==> src/rtl/rom_pkg.sv <==
// Shared mode encoding for the ROM address scanner and any display logic that
// decodes its mode output.
package rom_pkg;

  localparam int MODE_W = 2;

  typedef enum logic [MODE_W-1:0] {
    AUTO_UP   = 2'd0,
    AUTO_DOWN = 2'd1,
    HOLD      = 2'd2
  } mode_t;

  // Mode key cycles AUTO_UP -> AUTO_DOWN -> HOLD -> AUTO_UP.
  function automatic mode_t next_mode(input mode_t m);
    case (m)
      AUTO_UP:   next_mode = AUTO_DOWN;
      AUTO_DOWN: next_mode = HOLD;
      default:   next_mode = AUTO_UP;
    endcase
  endfunction

endpackage

==> src/rtl/rom_dwell_timer.sv <==
// Dwell counter: counts 0..DWELL_CNT while enabled, flags the terminal count,
// and sits at zero while disabled or cleared.
module rom_dwell_timer #(
  parameter int DWELL_CNT = 9_999_999
) (
  input  logic clk,
  input  logic rst_n,
  input  logic en,
  input  logic clr,
  output logic tc
);

  localparam int CNT_W = (DWELL_CNT > 0) ? $clog2(DWELL_CNT + 1) : 1;
  localparam logic [CNT_W-1:0] LAST = CNT_W'(DWELL_CNT);

  logic [CNT_W-1:0] cnt;

  assign tc = en && (cnt == LAST);

  always_ff @(posedge clk or negedge rst_n) begin
    if (!rst_n) begin
      cnt <= '0;
    end else if (clr || !en || (cnt == LAST)) begin
      cnt <= '0;
    end else begin
      cnt <= cnt + 1'b1;
    end
  end

endmodule

==> src/rtl/rom_scan_ctrl.sv <==
// ROM address scanner: auto up/down scan with a dwell timer, hold mode, and
// key-driven single steps with wrap at DEPTH-1.
module rom_scan_ctrl
  import rom_pkg::*;
#(
  parameter int ADDR_W    = 8,
  parameter int DEPTH     = 256,
  parameter int DWELL_CNT = 9_999_999
) (
  input  logic              sys_clk,
  input  logic              sys_rst_n,
  input  logic              key_next_flag,
  input  logic              key_prev_flag,
  input  logic              key_mode_flag,
  output logic [ADDR_W-1:0] addr,
  output logic [MODE_W-1:0] mode,
  output logic              addr_vld
);

  localparam logic [ADDR_W-1:0] LAST = ADDR_W'(DEPTH - 1);

  // addr_vld is a one-cycle strobe, high exactly in the cycle addr carries a
  // new value; there is no ready, consumers must sample it when it is high.
  mode_t state;
  logic  armed;
  logic  auto_mode;
  logic  mode_key;
  logic  next_key;
  logic  prev_key;
  logic  clr;
  logic  tc;

  assign mode = state;

  // Keys are masked in the first cycle after reset release via armed.
  always_comb begin
    auto_mode = (state == AUTO_UP) || (state == AUTO_DOWN);
    mode_key  = armed & key_mode_flag;
    next_key  = armed & key_next_flag & ~key_prev_flag;
    prev_key  = armed & key_prev_flag & ~key_next_flag;
    clr       = mode_key | (auto_mode & (next_key | prev_key));
  end

  function automatic logic [ADDR_W-1:0] addr_inc(input logic [ADDR_W-1:0] a);
    addr_inc = (a >= LAST) ? '0 : ADDR_W'(a + 1'b1);
  endfunction

  function automatic logic [ADDR_W-1:0] addr_dec(input logic [ADDR_W-1:0] a);
    addr_dec = (a == '0) ? LAST : ADDR_W'(a - 1'b1);
  endfunction

  rom_dwell_timer #(
    .DWELL_CNT(DWELL_CNT)
  ) u_dwell (
    .clk  (sys_clk),
    .rst_n(sys_rst_n),
    .en   (auto_mode),
    .clr  (clr),
    .tc   (tc)
  );

  always_ff @(posedge sys_clk or negedge sys_rst_n) begin
    if (!sys_rst_n) begin
      state    <= AUTO_UP;
      addr     <= '0;
      addr_vld <= 1'b0;
      armed    <= 1'b0;
    end else begin
      armed    <= 1'b1;
      addr_vld <= 1'b0;
      if (!(auto_mode || (state == HOLD))) begin
        state <= AUTO_UP;
      end else if (mode_key) begin
        // Mode change wins over any step, including a coincident terminal count.
        state <= next_mode(state);
      end else if (next_key) begin
        addr     <= addr_inc(addr);
        addr_vld <= 1'b1;
      end else if (prev_key) begin
        addr     <= addr_dec(addr);
        addr_vld <= 1'b1;
      end else if (tc) begin
        addr     <= (state == AUTO_UP) ? addr_inc(addr) : addr_dec(addr);
        addr_vld <= 1'b1;
      end
    end
  end

endmodule
==> config.mk <==
export PLATFORM = sky130hd
export DESIGN_NAME = rom_scan_ctrl
export DESIGN_NICKNAME = d
export VERILOG_FILES = /design/src/rtl/rom_pkg.sv /design/src/rtl/rom_dwell_timer.sv /design/src/rtl/rom_scan_ctrl.sv
export SDC_FILE = /design/constraint.sdc
export NUM_CORES = 1
export LEC_CHECK = 0
export CORE_ASPECT_RATIO = 1.1
export CORE_UTILIZATION = 40
export DETAILED_ROUTE_END_ITERATION = 7
export PLACE_DENSITY = 0.71
export SLEW_MARGIN = 20
export SYNTH_ARGS = -nofsm -noshare
export SYNTH_HDL_FRONTEND = slang
export SYNTH_HIERARCHICAL = 1
export SYNTH_SLANG_ARGS = --single-unit
export TNS_END_PERCENT = 5
==> constraint.sdc <==
create_clock -name sys_clk -period 2.3 [get_ports sys_clk]
set_input_delay 0.46 -clock sys_clk [delete_from_list [all_inputs] [get_ports sys_clk]]
set_output_delay 0.46 -clock sys_clk [all_outputs]
set_load 0.005 [all_outputs]
Yosys cells after proc, flatten, opt, wreduce, memory -nomap -nowiden. Cells that the tools add are included. Widths: inputs -> output; s select.

Bits in registers: 36. Latch bits: 0. Bits in writable memories: 0. Memory bits (read-only): 0. Bits of input ports: 5. Output and inout bits: 11. Logic and storage cells: 49. Memories: 0.

Add/subtract/negate cells: 3. Multipliers: 0. Div/mod/pow operators: 0. Magnitude comparators: 1. Eq/ne operators: 4. Shift-type cells: 0. Mux-type cells: 15. Bitwise operators: 11. Reduce and logical (&&, ||, !) cells: 10.

Operators by type and width (count): $mux 8 (6); $add 24x1->24 const B (1); $eq 24x24->1 const B (1); $mux 24 (1); $add 8x1->8 const B (1); $ge 8x8->1 const B (1); $logic_not 8->1 (1); $sub 8x1->8 const B (1); $and 1x1->1 (6); $mux 1 (5); $logic_or 1x1->1 (4); $mux 2 (2); $pmux 2 s2 (1); $not 1->1 (3); $reduce_and 3->1 (1); $reduce_bool 3->1 (1); $eq 2x1->1 const B (1); $eq 2x2->1 const B (1); $logic_not 2->1 (1); $ne 2x2->1 const B (1); $or 1x1->1 (2); $logic_and 1x1->1 (1); $logic_not 1->1 (1).

Longest topological paths before layout. Gate-level depths: netlist of run 1.

Depth in word-level cells: 8. Mapped depth: 10.

Hierarchy. Netlist of run 1, hierarchy kept.

Modules (own cells, without submodules): rom_dwell_timer (times used 1, cells each 131, area each 1241.2 µm²); rom_scan_ctrl (times used 1, cells each 112, area each 924.6 µm²).

Least setup slack after synthesis of run 1. OpenSTA, ideal clock, no wires.

Kind: register to register. From: reg u_dwell.cnt[0]. To: reg addr[5]. Library setup time: 121 ps. Arrival: 2212 ps. Slack: -33 ps. Stages on the path, launching flop included: 11. Path through: dfrtp_1 > ha_1 > nand2_1 > or4_1 > nor3_1 > a21oi_1 > a221o_2 > clkinv_2 > buf_6 > o31ai_1 > a22o_1.

Word-level cells in the longest chain between the ends: 4.

RTL lines: start: declaration (line rom_dwell_timer.sv:16) `logic [CNT_W-1:0] cnt;`; start signal: assignment (line rom_dwell_timer.sv:26) `cnt <= cnt + 1'b1;`; $eq 24x24->1 (line rom_dwell_timer.sv:18) `assign tc = en && (cnt == LAST);`; $logic_and 1x1->1 (line rom_dwell_timer.sv:18); net tc (line rom_scan_ctrl.sv:31) `logic tc;`; $reduce_bool 3->1 (no source line); $reduce_and 3->1 (no source line); end signal: assignment (line rom_scan_ctrl.sv:77) `addr <= addr_inc(addr);`; end signal: assignment (line rom_scan_ctrl.sv:80) `addr <= addr_dec(addr);`; end signal: assignment (line rom_scan_ctrl.sv:83) `addr <= (state == AUTO_UP) ? addr_inc(addr) : addr_dec(addr);`; end: declaration (line rom_scan_ctrl.sv:15) `output logic [ADDR_W-1:0] addr,`.

The timed path passes the listed nets, and every way through them passes these cells. A chain may end at the register's enable or synchronous reset.

Worst setup path in the final report of run 1.
From: reg u_dwell.cnt[14]. To: reg addr[0].

The elaborated chain is that of the path after synthesis.

==> results of run 1 <==
## Yosys cell counts, types with 2 or more instances
master | count | share of area, %
clkbuf_1 | 2 | 0.35
a211oi_1 | 2 | 0.69
nor4_1 | 5 | 1.4
o21ai_0 | 11 | 2.5
nor2_1 | 26 | 4.5
and3_1 | 4 | 1.2
nand2_1 | 21 | 3.6
o21ai_1 | 2 | 0.46
nor3_1 | 9 | 2.1
a21o_1 | 2 | 0.69
a21oi_1 | 15 | 3.5
xnor2_1 | 10 | 4.0
nand4_1 | 6 | 1.7
xor2_1 | 7 | 2.8
buf_6 | 3 | 1.6
inv_1 | 11 | 1.9
a22oi_1 | 2 | 0.69
o211ai_1 | 2 | 0.69
o31ai_1 | 4 | 1.4
buf_2 | 4 | 0.92
or4_4 | 2 | 1.0
nand3_1 | 13 | 3.0
ha_1 | 4 | 2.3
mux2i_1 | 3 | 1.4
dfrtp_1 | 36 | 42
or3_1 | 8 | 2.3
or4_1 | 4 | 1.4
nor2b_1 | 2 | 0.58
## worst reg2reg max path: stages (launching register included)
cell,delay (ps)
dfrtp_1,380
or2_2,290
or4_4,490
nor3_2,170
a21oi_1,50
a221o_2,340
buf_4,170
a211oi_1,180
a21o_1,110
## kinds of logic (layout without fill, tap and decap cells)
kind of cell / after synthesis / after routing / synth area share (%)
flip-flops: 36 / 36 / 41.6
adder cells (fa/ha/maj): 4 / 4 / 2.31
AND/OR/NAND/NOR: 107 / 107 / 26.1
XOR/XNOR: 17 / 17 / 6.87
AO/OA/AOI/OAI: 53 / 53 / 16.2
buffers and inverters: 22 / 50 / 5.31
multiplexers: 3 / 3 / 1.39
other: 1 / 1 / 0.173
## area by class of cell
class / instances / area share, %
sequential: 36 / 34.9
clock buffer: 5 / 2.67
tap: 72 / 3.49
timing repair buffer: 30 / 9.99
clock inverter: 3 / 1.65
inverter: 12 / 1.79
multi-input combinational: 185 / 45.5
## layout by cell type, fill, tap and decap left out, types with 5 or more instances in the layout
| cell | instances |
|---|---|
| dfrtp_1 | 36 |
| nor2_1 | 26 |
| nand2_1 | 21 |
| buf_4 | 15 |
| a21oi_1 | 14 |
| clkdlybuf4s50_1 | 14 |
| nand3_1 | 13 |
| inv_1 | 11 |
| o21ai_0 | 11 |
| xnor2_1 | 10 |
| nor3_1 | 8 |
| or3_1 | 8 |
| xor2_1 | 7 |
| nand4_1 | 6 |
| nor4_1 | 5 |
| clkbuf_8 | 5 |
## registers in the layout (all words and copies together) (netlist names)
register and flops:
mode 2, armed 1, u_dwell/cnt 24, addr 8, addr_vld 1
## metal layers
metal | track usage (%) | up-vias | wire length, um
li1 | - | 923 | -
met1 | 21.1 | 879 | 2130
met2 | 28.9 | 38 | 2130
met3 | 2.66 | 6 | 146
met4 | 8.24 | 0 | 72
met5 | 0 | - | 0
## path summary, 6_finish.rpt
kind,from,cells after the start,endpoint,slack [ps]
worst max-delay path,u_dwell/cnt[14]$_DFF_PN0_,8,addr[0]$_DFFE_PN0P_,90
worst min register to register,u_dwell/cnt[23]$_DFF_PN0_,2,u_dwell/cnt[23]$_DFF_PN0_,560
max in group asynchronous,sys_rst_n,1,mode[0]$_DFFE_PN0P_,1540
worst min-delay path,sys_rst_n,1,u_dwell/cnt[21]$_DFF_PN0_,250
worst max register to register,u_dwell/cnt[14]$_DFF_PN0_,8,addr[0]$_DFFE_PN0P_,90
min in group sys_clk,u_dwell/cnt[23]$_DFF_PN0_,2,u_dwell/cnt[23]$_DFF_PN0_,560
## report_power, final
part | total (W) | switching, W | internal (W)
combinational | 0.000842 | 0.000414 | 0.000428
clock | 0.000557 | 0.000236 | 0.000321
sequential | 0.000917 | 0.000193 | 0.000723
## through the flow
step | hold WS (ps) | power, W
floorplan | 164 | 0.00144
global placement | 546 | 0.00175
detailed placement | 544 | 0.00176
CTS | 280 | 0.00232
global route | 325 | 0.00246
finish | 253 | 0.00232
## timing repair
item,CTS,global route
resized for setup,0,3
hold endpoints to repair,0,0
setup endpoints to repair,0,7
==> out/qor.csv, run 1 <==
stage,metric,value,unit
clocking,ctsHoldBuffers,0,
worst_setup_path,cp-end-kind,flip-flop,
yosys,ys_async_sr_fraction,100,%
clocking,root_buffer,clkbuf_8,
timing,setup_tns,0,ps
die,die_w,72.2,um
yosys,syn-num-nets,252,
detailed_routing,drt-vias-per-instance,5.38,
worst_setup_path,crit_slowest_cell,or4_4,
die,coreArea,5100,um2
yosys,synth.avg_cell_area,8.91,um2
layout,area.sequential,901,um2
global_route,gr-total-overflow,0,
timing,fin_skew,5.96,ps
flow_run,drv_cap,0,
global_route,antenna_found_initial,0,
clocking,cts_tree,done,
yosys,synth.distinct_cells,51,
timing,finalCriticalPeriod,2210,ps
global_route,grt_pass1_wl,7.67,mm
worst_setup_path,crit_arrival,2450,ps
detailed_routing,routed_wl,4.48,mm
layout,diodes,0,
die,io_pins,16,
yosys,ys.warnings.count,6,
yosys,synthFlopType,dfrtp_1,
die,floorplan.initialDensity,42.5,%
detailed_routing,drtPass1Iterations,4,
yosys,ys_seq_elements,36,
layout,fillCellCount,491,
detailed_routing,drt_iter0_markers,120,
timing,drv_slew,0,
yosys,syn_inst,243,
place,preCtsSetupSlack,67.6,ps
place,dpl.hpwl,3.22,mm
layout,post-route-util,50.6,%
status,status,"complete, no violations",
power_and_ir_drop,vdd_drop_max,0.000434,V
place,gp_congestion,0.853,
detailed_routing,wl_per_cell,13.1,um
timing,fmax,453,MHz
yosys,ys_seq_area_share,41.6,%
yosys,synth_edf_count,0,
timing,worst_slew_pin_slew,800,ps
die,die_y,79.2,um
layout,fin_area,2580,um2
worst_setup_path,cp_top_family,simple AND/OR/NAND/NOR gates,
global_route,grt_pass1_vias,1781,
die,rows,27,
power_and_ir_drop,p_per_area,897,nW/um2
worst_setup_path,cpPeakStageDelay,490,ps
global_route,grt_max_degree,37,
timing,period_share,96.0,%
worst_setup_path,critPathBufInv,1,
clocking,clk_latency,290,ps
detailed_routing,drc,0,
worst_setup_path,path_class,reg2reg,
worst_setup_path,critPathMaxFanout,5,
place,placed_cells,335,
clocking,cts.sinks,36,
clocking,clk_pin_slew,80,ps
clocking,numCtsBuffers,5,
place,place_area,2460,um2
min_path,hp-class,in2async,
layout,multiInputGateArea,1170,um2
power_and_ir_drop,p_leak,1.05,nW
detailed_routing,via_count,1846,
layout,syn_to_final_growth,19.2,%
yosys,synth.cell_area,2170,um2
global_route,grt_usage,17.1,%
clocking,htreeDepth,2,
clocking,cts_buffer_depth,2,
timing,fin_ws,91.0,ps
clocking,cts_setup_buffers,0,
worst_setup_path,path_cells,or2_2 > or4_4 > nor3_2 > a21oi_1 > a221o_2 > buf_4 > a211oi_1 > a21o_1,
layout,stdcell_count,343,
timing,hold_viol_final,0,
worst_setup_path,startpoint_type,flip-flop,
die,die_area,5710,um2
layout,drive_gt1_share,14.0,%
layout,nNetsFinal,279,
timing,setup_viol,0,
detailed_routing,ant_nets,0,
timing,max_slew_margin,46.7,%
place,io_buffers,15,
worst_setup_path,required,2540,ps
(Power assumes the default switching activity.)
==> run 2, diff against run 1 <==
Settings changed: SETUP_SLACK_MARGIN set to 0.05, SKIP_LAST_GASP set to 1.
Clock period 2.3 ns to 1.9 ns, I/O delays scaled along.
==> run 2 against run 1 <==
Net effect:
- sequential cell count is the same
- critical path depth is the same
- cell count grew 10%
- count of clock-buffer cells in the layout grew 2
- clock skew is essentially flat
- combinational power grew 50%
- sequential share of layout area shrank 3.5 points
- core utilization grew 5.6 points
- the flow now finishes with violations (setup timing)
- first-iteration DRC count shrank 47%
- critical path type unchanged
- power grew 25%
- largest cell class unchanged
- wire length grew 9.6%
- cell area grew 11%
==> out/qor.csv, run 2 (same netlist as run 1, synthesis figures left out) <==
stage,metric,value,unit,change
timing,fin_skew,5.57,ps,-0.389 ps
place,dpl.hpwl,3.74,mm,+16%
min_path,hp-class,in2async,,
timing,hold_viol_final,0,,unchanged
die,coreArea,5100,um2,unchanged
detailed_routing,drt-vias-per-instance,5.23,,-2.8%
layout,area.sequential,901,um2,unchanged
layout,drive_gt1_share,25.1,%,+11 points
worst_setup_path,crit_arrival,2370,ps,-80 ps
clocking,ctsHoldBuffers,0,,unchanged
clocking,numCtsBuffers,5,,unchanged
clocking,clk_latency,280,ps,about the same
power_and_ir_drop,power,0.00289,W,+25%
clocking,cts.sinks,36,,unchanged
power_and_ir_drop,p_per_area,1010,nW/um2,+12%
timing,rsz0062_at_grt,yes,,
clocking,htreeDepth,2,,unchanged
detailed_routing,drc,0,,unchanged
detailed_routing,maxUsedRoutingLayer,met4,,
timing,finalCriticalPeriod,2150,ps,-60.5 ps
timing,max_slew_margin,64.4,%,+18 points
die,floorplan.initialDensity,42.5,%,unchanged
die,die_y,79.2,um,unchanged
layout,nNetsFinal,316,,+13%
detailed_routing,drtPass1Iterations,4,,unchanged
power_and_ir_drop,vdd_drop_max,0.000567,V,+31%
layout,diodes,0,,unchanged
power_and_ir_drop,p_leak,1.24,nW,+18%
detailed_routing,drt_iter0_markers,64,,-47%
detailed_routing,wl_per_cell,13.0,um,-0.82%
layout,multiInputGateArea,1190,um2,+1.4%
timing,period_share,113,%,+17 points
die,die_area,5710,um2,unchanged
status,violations,setup timing,,
global_route,gr-total-overflow,0,,unchanged
global_route,grt_pass1_wl,8.56,mm,+12%
die,rows,27,,unchanged
worst_setup_path,critPathMaxFanout,10,,+5
worst_setup_path,crit_slowest_cell,or4_4,,
die,io_pins,16,,unchanged
detailed_routing,routed_wl,4.91,mm,+9.6%
flow_run,drv_cap,0,,unchanged
detailed_routing,wl_met3,129,um,-12%
place,preCtsSetupSlack,-265,ps,-333 ps
global_route,antenna_found_initial,0,,unchanged
detailed_routing,route.met2.wl,2.51,mm,+18%
layout,layout_commonest_cell,buf_4,,
layout,syn_to_final_growth,32.4,%,
global_route,grt_pass1_vias,1956,,+9.8%
clocking,clk_pin_slew,70,ps,about the same
worst_setup_path,cpPeakStageDelay,510,ps,+20 ps
timing,drv_slew,0,,unchanged
worst_setup_path,required,2120,ps,-420 ps
layout,fillCellCount,462,,-5.9%
layout,largest_register_ffs,24,,unchanged
timing,setup_viol,14,,+14
clocking,cts_buffer_depth,2,,unchanged
worst_setup_path,path_cells,or2_4 > or4_4 > nor3_2 > a21oi_1 > a221o_2 > clkinv_4 > o221a_2 > o22a_1,,
detailed_routing,ant_nets,0,,unchanged
die,die_w,72.2,um,unchanged
worst_setup_path,path_class,reg2reg,,
timing,fmax,465,MHz,+2.8%
layout,post-route-util,56.2,%,+5.6 points
place,gp_congestion,0.828,,-2.9%
global_route,grt_max_degree,20,,-46%
worst_setup_path,startpoint_type,flip-flop,,
detailed_routing,wl_met1,2.16,mm,+1.2%
timing,fin_ws,-248,ps,-339 ps
worst_setup_path,cp-end-kind,flip-flop,,
clocking,root_buffer,clkbuf_8,,
status,status,"complete, but fails checks",,
global_route,grt_usage,19.2,%,+2.1 points
detailed_routing,via_count,1983,,+7.4%
place,io_buffers,15,,unchanged
layout,largest_register,u_dwell/cnt,,
clocking,cts_tree,done,,
layout,final_cell_mix,"buf_4, dfrtp_1, nor2_1, nand2_1",,
timing,worst_slew_pin_slew,529,ps,-271 ps
run 2: timing repair:
| action | 4_1_cts | 5_1_grt |
|---|---|---|
| pin swaps | 0 | 0 |
| gates resized for setup | 0 | 7 |
| endpoints found under the hold margin | 0 | 0 |
| endpoints found under the setup margin | 19 | 20 |
| setup buffers | 0 | 2 |
run 2: final timing paths:
path | end | startpoint | depth (start not counted) | slack (ps)
worst max-delay path | addr[2]$_DFFE_PN0P_ | u_dwell/cnt[8]$_DFF_PN0_ | 8 | -250
worst min-delay path | u_dwell/cnt[7]$_DFF_PN0_ | sys_rst_n | 1 | 40
worst max register to register | addr[2]$_DFFE_PN0P_ | u_dwell/cnt[8]$_DFF_PN0_ | 8 | -250
worst min register to register | u_dwell/cnt[23]$_DFF_PN0_ | u_dwell/cnt[23]$_DFF_PN0_ | 2 | 570
max in group asynchronous | u_dwell/cnt[4]$_DFF_PN0_ | sys_rst_n | 2 | 1360
min in group sys_clk | u_dwell/cnt[23]$_DFF_PN0_ | u_dwell/cnt[23]$_DFF_PN0_ | 2 | 570
run 2: per-stage QoR:
stage | cell area, um2 | setup TNS (ps) | hold WS, ps | instances
final | 2870 | -2150 | 35.0 | 379
after global routing | 2870 | -3820 | 56.0 | 379
after CTS | 2830 | -2580 | 40.1 | 377
after detailed placement | 2730 | -2390 | 353 | 370
after global placement | 2730 | -1950 | 346 | 370
after floorplan | 2190 | -1580 | 84.4 | 243
run 2: per-layer routing:
layer | vias to the layer above | global-route usage (%)
met3 | 10 | 3.68
met4 | 0 | 8.82
li1 | 997 | -
met5 | - | 0
met1 | 944 | 22.8
met2 | 32 | 33.1
run 2: cell type report:
cell class	count	share of cell area (%)
clock buffers	7	3.36
inverters	12	1.75
multi-input cells	185	41.5
flip-flops and latches	36	31.4
well taps	72	3.14
repair buffers	67	18.8
run 2: report_power, final:
group | leakage [nW] | internal, W | switching [W] | total, W
logic | 0.707 | 0.000658 | 0.000598 | 0.00126
registers | 0.480 | 0.000877 | 0.000172 | 0.00105
clock network | 0.0503 | 0.000323 | 0.000258 | 0.000581
run 2: critical path: cells and delay by family, from the launching register on:
family	cells	cell delay, ps
buffers and inverters	1	110
and+or+nand+nor	3	870
DFF	1	380
AOI/OAI and AO/OA	4	740
==> edit (settings of run 1) <==
`DEPTH`: 256 -> 192.
--- a/src/rtl/rom_scan_ctrl.sv
+++ b/src/rtl/rom_scan_ctrl.sv
@@ -4,7 +4,7 @@
   import rom_pkg::*;
 #(
   parameter int ADDR_W    = 8,
-  parameter int DEPTH     = 256,
+  parameter int DEPTH     = 192,
   parameter int DWELL_CNT = 9_999_999
 ) (
   input  logic              sys_clk,
Function: changed (a bounded check fails within 4 cycles, from zero or initial values and one cycle with sys_rst_n low).
==> edit against run 1 <==
Area after synthesis is 0.87% higher. Setup slack worse by 0.0083 ns. Wire length is 12% higher. Sequential cell count stayed put. Hold slack better by 0.0050 ns. Largest power group is now combinational logic. Die area is 0.84% higher. Global-route usage is 2.8 points higher. Clock skew is 0.0023 ns lower. Via count is 7.5% higher. Synthesized cell count is 0.41% higher. Final area is 8.0% higher. Total power is 0.54% lower. Highest routed layer unchanged.
==> edit: results (changes against run 1) <==
STA
  – Tightest Pin Transition: 0.813 ns (was 0.800 ns)
  – Clock skew: 0.00365 ns (was 0.00596 ns)
  – Final Hold Fails: 0 (unchanged)
  – Fin worst setup slack: 0.0827 ns (was 0.0910 ns)

Critical path
  – WP data arrival: 2.39 ns (was 2.45 ns)
  – Crit path launch: u_dwell/cnt[0]$_DFF_PN0_ (was u_dwell/cnt[14]$_DFF_PN0_)
  – Worst-path maximum fanout: 5 (unchanged)
  – FF-to-FF path depth: 9 (was 8)
  – R2R Path Start: u_dwell/cnt[0]$_DFF_PN0_ (was u_dwell/cnt[14]$_DFF_PN0_)
  – CP Capture Point: addr[5]$_DFFE_PN0P_ (was addr[0]$_DFFE_PN0P_)

Global routing
  – Largest net degree at the start of global routing: 37 (unchanged)
  – GRT overflow: 0 (unchanged)
  – Initial antenna violation count: 0 (unchanged)
  – Vias in the first global route: 1982 (was 1781)
  – First-pass GRT wire length: 8960 µm (was 7670 µm)
  – GRT Overall Usage: 0.199 (was 0.171)

Cells and area
  – Max reg flops: 24 (unchanged)
  – ANT cells: 0 (unchanged)
  – Fillers: 477 (was 491)
  – Reg with most FFs: u_dwell/cnt (unchanged)
  – Share of layout cells above drive strength 1: 0.212 (was 0.140)
  – Final nets: 300 (was 279)

Run status
  – Status: finished, final reports clean (unchanged)

Yosys
  – Yosys warning count: 6 (unchanged)
  – Top post-synthesis cells by area: dfrtp_1, nor2_1, nand2_1 (was dfrtp_1, nor2_1, xnor2_1)
  – Synth top cells by count: dfrtp_1, nor2_1, nand2_1 (unchanged)
  – Distinct cell type count of the synthesized netlist: 53 (was 51)
  – Synth Net Count: 253 (was 252)
  – Post-synth ARST share: 1.00 (unchanged)
  – Number of synthesized flops with an enable pin: 0 (unchanged)
  – Register area share after synthesis: 0.412 (was 0.416)

Clock tree
  – CTS Buffer Depth: 2 (unchanged)
  – H-tree depth: 2 (unchanged)
  – CTS Root Buffer Type: clkbuf_8 (unchanged)
  – Clk pin slew, worst setup/hold paths: 0.07 ns
  – Num CTS Buffers: 5 (unchanged)
  – CTS tree: yes (unchanged)
  – Insertion delay to the later sink of the worst-skew pair: 0.29 ns (about the same)

Routing
  – DRT Pass-1 Iters: 4 (unchanged)
  – 1st-iter DRT viols: 87 (was 120)
  – Post-DR wirelength/cell: 13.8 µm (was 13.1 µm)
  – DR vias: 1985 (was 1846)

Pwr
  – Worst vdd ir: 539 µV (was 434 µV)
  – LEAKAGE: 0.00117 µW (was 0.00105 µW)

Placed design
  – Final HPWL DP: 3360 µm (was 3220 µm)
  – # port buffers: 15 (unchanged)
  – Dpl ws: -0.0989 ns (was 0.0676 ns)
  – Gp weighted congestion: 0.838 (was 0.853)

Min path
  – Min-delay worst type: in -> async (unchanged)
## edit: worst min path at each step
stage                                          from                   endpoint  slack, ns  cells past startpoint
after detailed placement        mode[1]$_DFFE_PN0P_        mode[0]$_DFFE_PN0P_       0.54                      1
after global routing                      sys_rst_n  u_dwell/cnt[21]$_DFF_PN0_       0.33                      1
after global placement    u_dwell/cnt[23]$_DFF_PN0_  u_dwell/cnt[23]$_DFF_PN0_       0.54                      2
final                                     sys_rst_n  u_dwell/cnt[22]$_DFF_PN0_       0.26                      1
after floorplan                           sys_rst_n        addr[0]$_DFFE_PN0P_       0.16                      0
after CTS                                 sys_rst_n  u_dwell/cnt[22]$_DFF_PN0_       0.29                      1
## edit: critical path: stages (launching register included)
cell and delay, ns:
dfrtp_1 0.40, ha_4 0.15, nand2_2 0.05, or4_4 0.53
nor3_4 0.16, or2_4 0.18, o2111ai_4 0.17, buf_4 0.19
a32oi_1 0.15, nand3_1 0.10
## edit: timing repair
item                       4_1_cts  5_1_grt
cloned                           1        0
setup endpoints to repair        8        8
buffers inserted                 3        3
pin swaps                        7        8
gates resized for setup          8        3
## edit: final cells by class
cell class / instances / area [µm²] / area share
clock buffers: 7 / 86.3 / 0.0310
clock inverters: 1 / 7.51 / 0.00269
inverters: 12 / 45.0 / 0.0162
multi-input cells: 188 / 1260 / 0.452
flip-flops and latches: 36 / 902 / 0.324
well taps: 72 / 90.1 / 0.0323
repair buffers: 48 / 397 / 0.142
## edit: stage by stage
step | cell area (µm²) | TNS (ns) | power, µW | instances
after floorplan | 2200 | 0 | 1460 | 244
after global placement | 2580 | -0.227 | 1780 | 349
after detailed placement | 2580 | -0.391 | 1800 | 349
after CTS | 2760 | -0.00419 | 2300 | 361
after global routing | 2790 | -0.0583 | 2480 | 364
final | 2790 | 0 | 2300 | 364
## edit: layer usage
| metal | vias up | track usage | routed length (µm) |
|---|---|---|---|
| met5 | - | 0 | 0 |
| met4 | 0 | 0.0882 | 102 |
| met3 | 10 | 0.0429 | 190 |
| met2 | 45 | 0.331 | 2360 |
| met1 | 945 | 0.247 | 2360 |
| li1 | 985 | - | - |
## edit: cells by family (layout without fill, tap and decap cells)
kind of cell | Yosys count | count (layout) | share of synthesized area
AOI/OAI and AO/OA | 50 | 51 | 0.151
xor gates and xnor gates | 15 | 15 | 0.0601
adders and majority gates | 4 | 4 | 0.0229
buffers and inverters | 21 | 68 | 0.0492
DFF | 36 | 36 | 0.412
muxes | 4 | 4 | 0.0183
other | 1 | 1 | 0.00172
and+or+nand+nor | 113 | 113 | 0.285
## edit: power by group
part / internal (µW) / switching [µW]
sequential: 727 / 185
clock: 243 / 229
combinational: 445 / 473
total: 1420 / 887
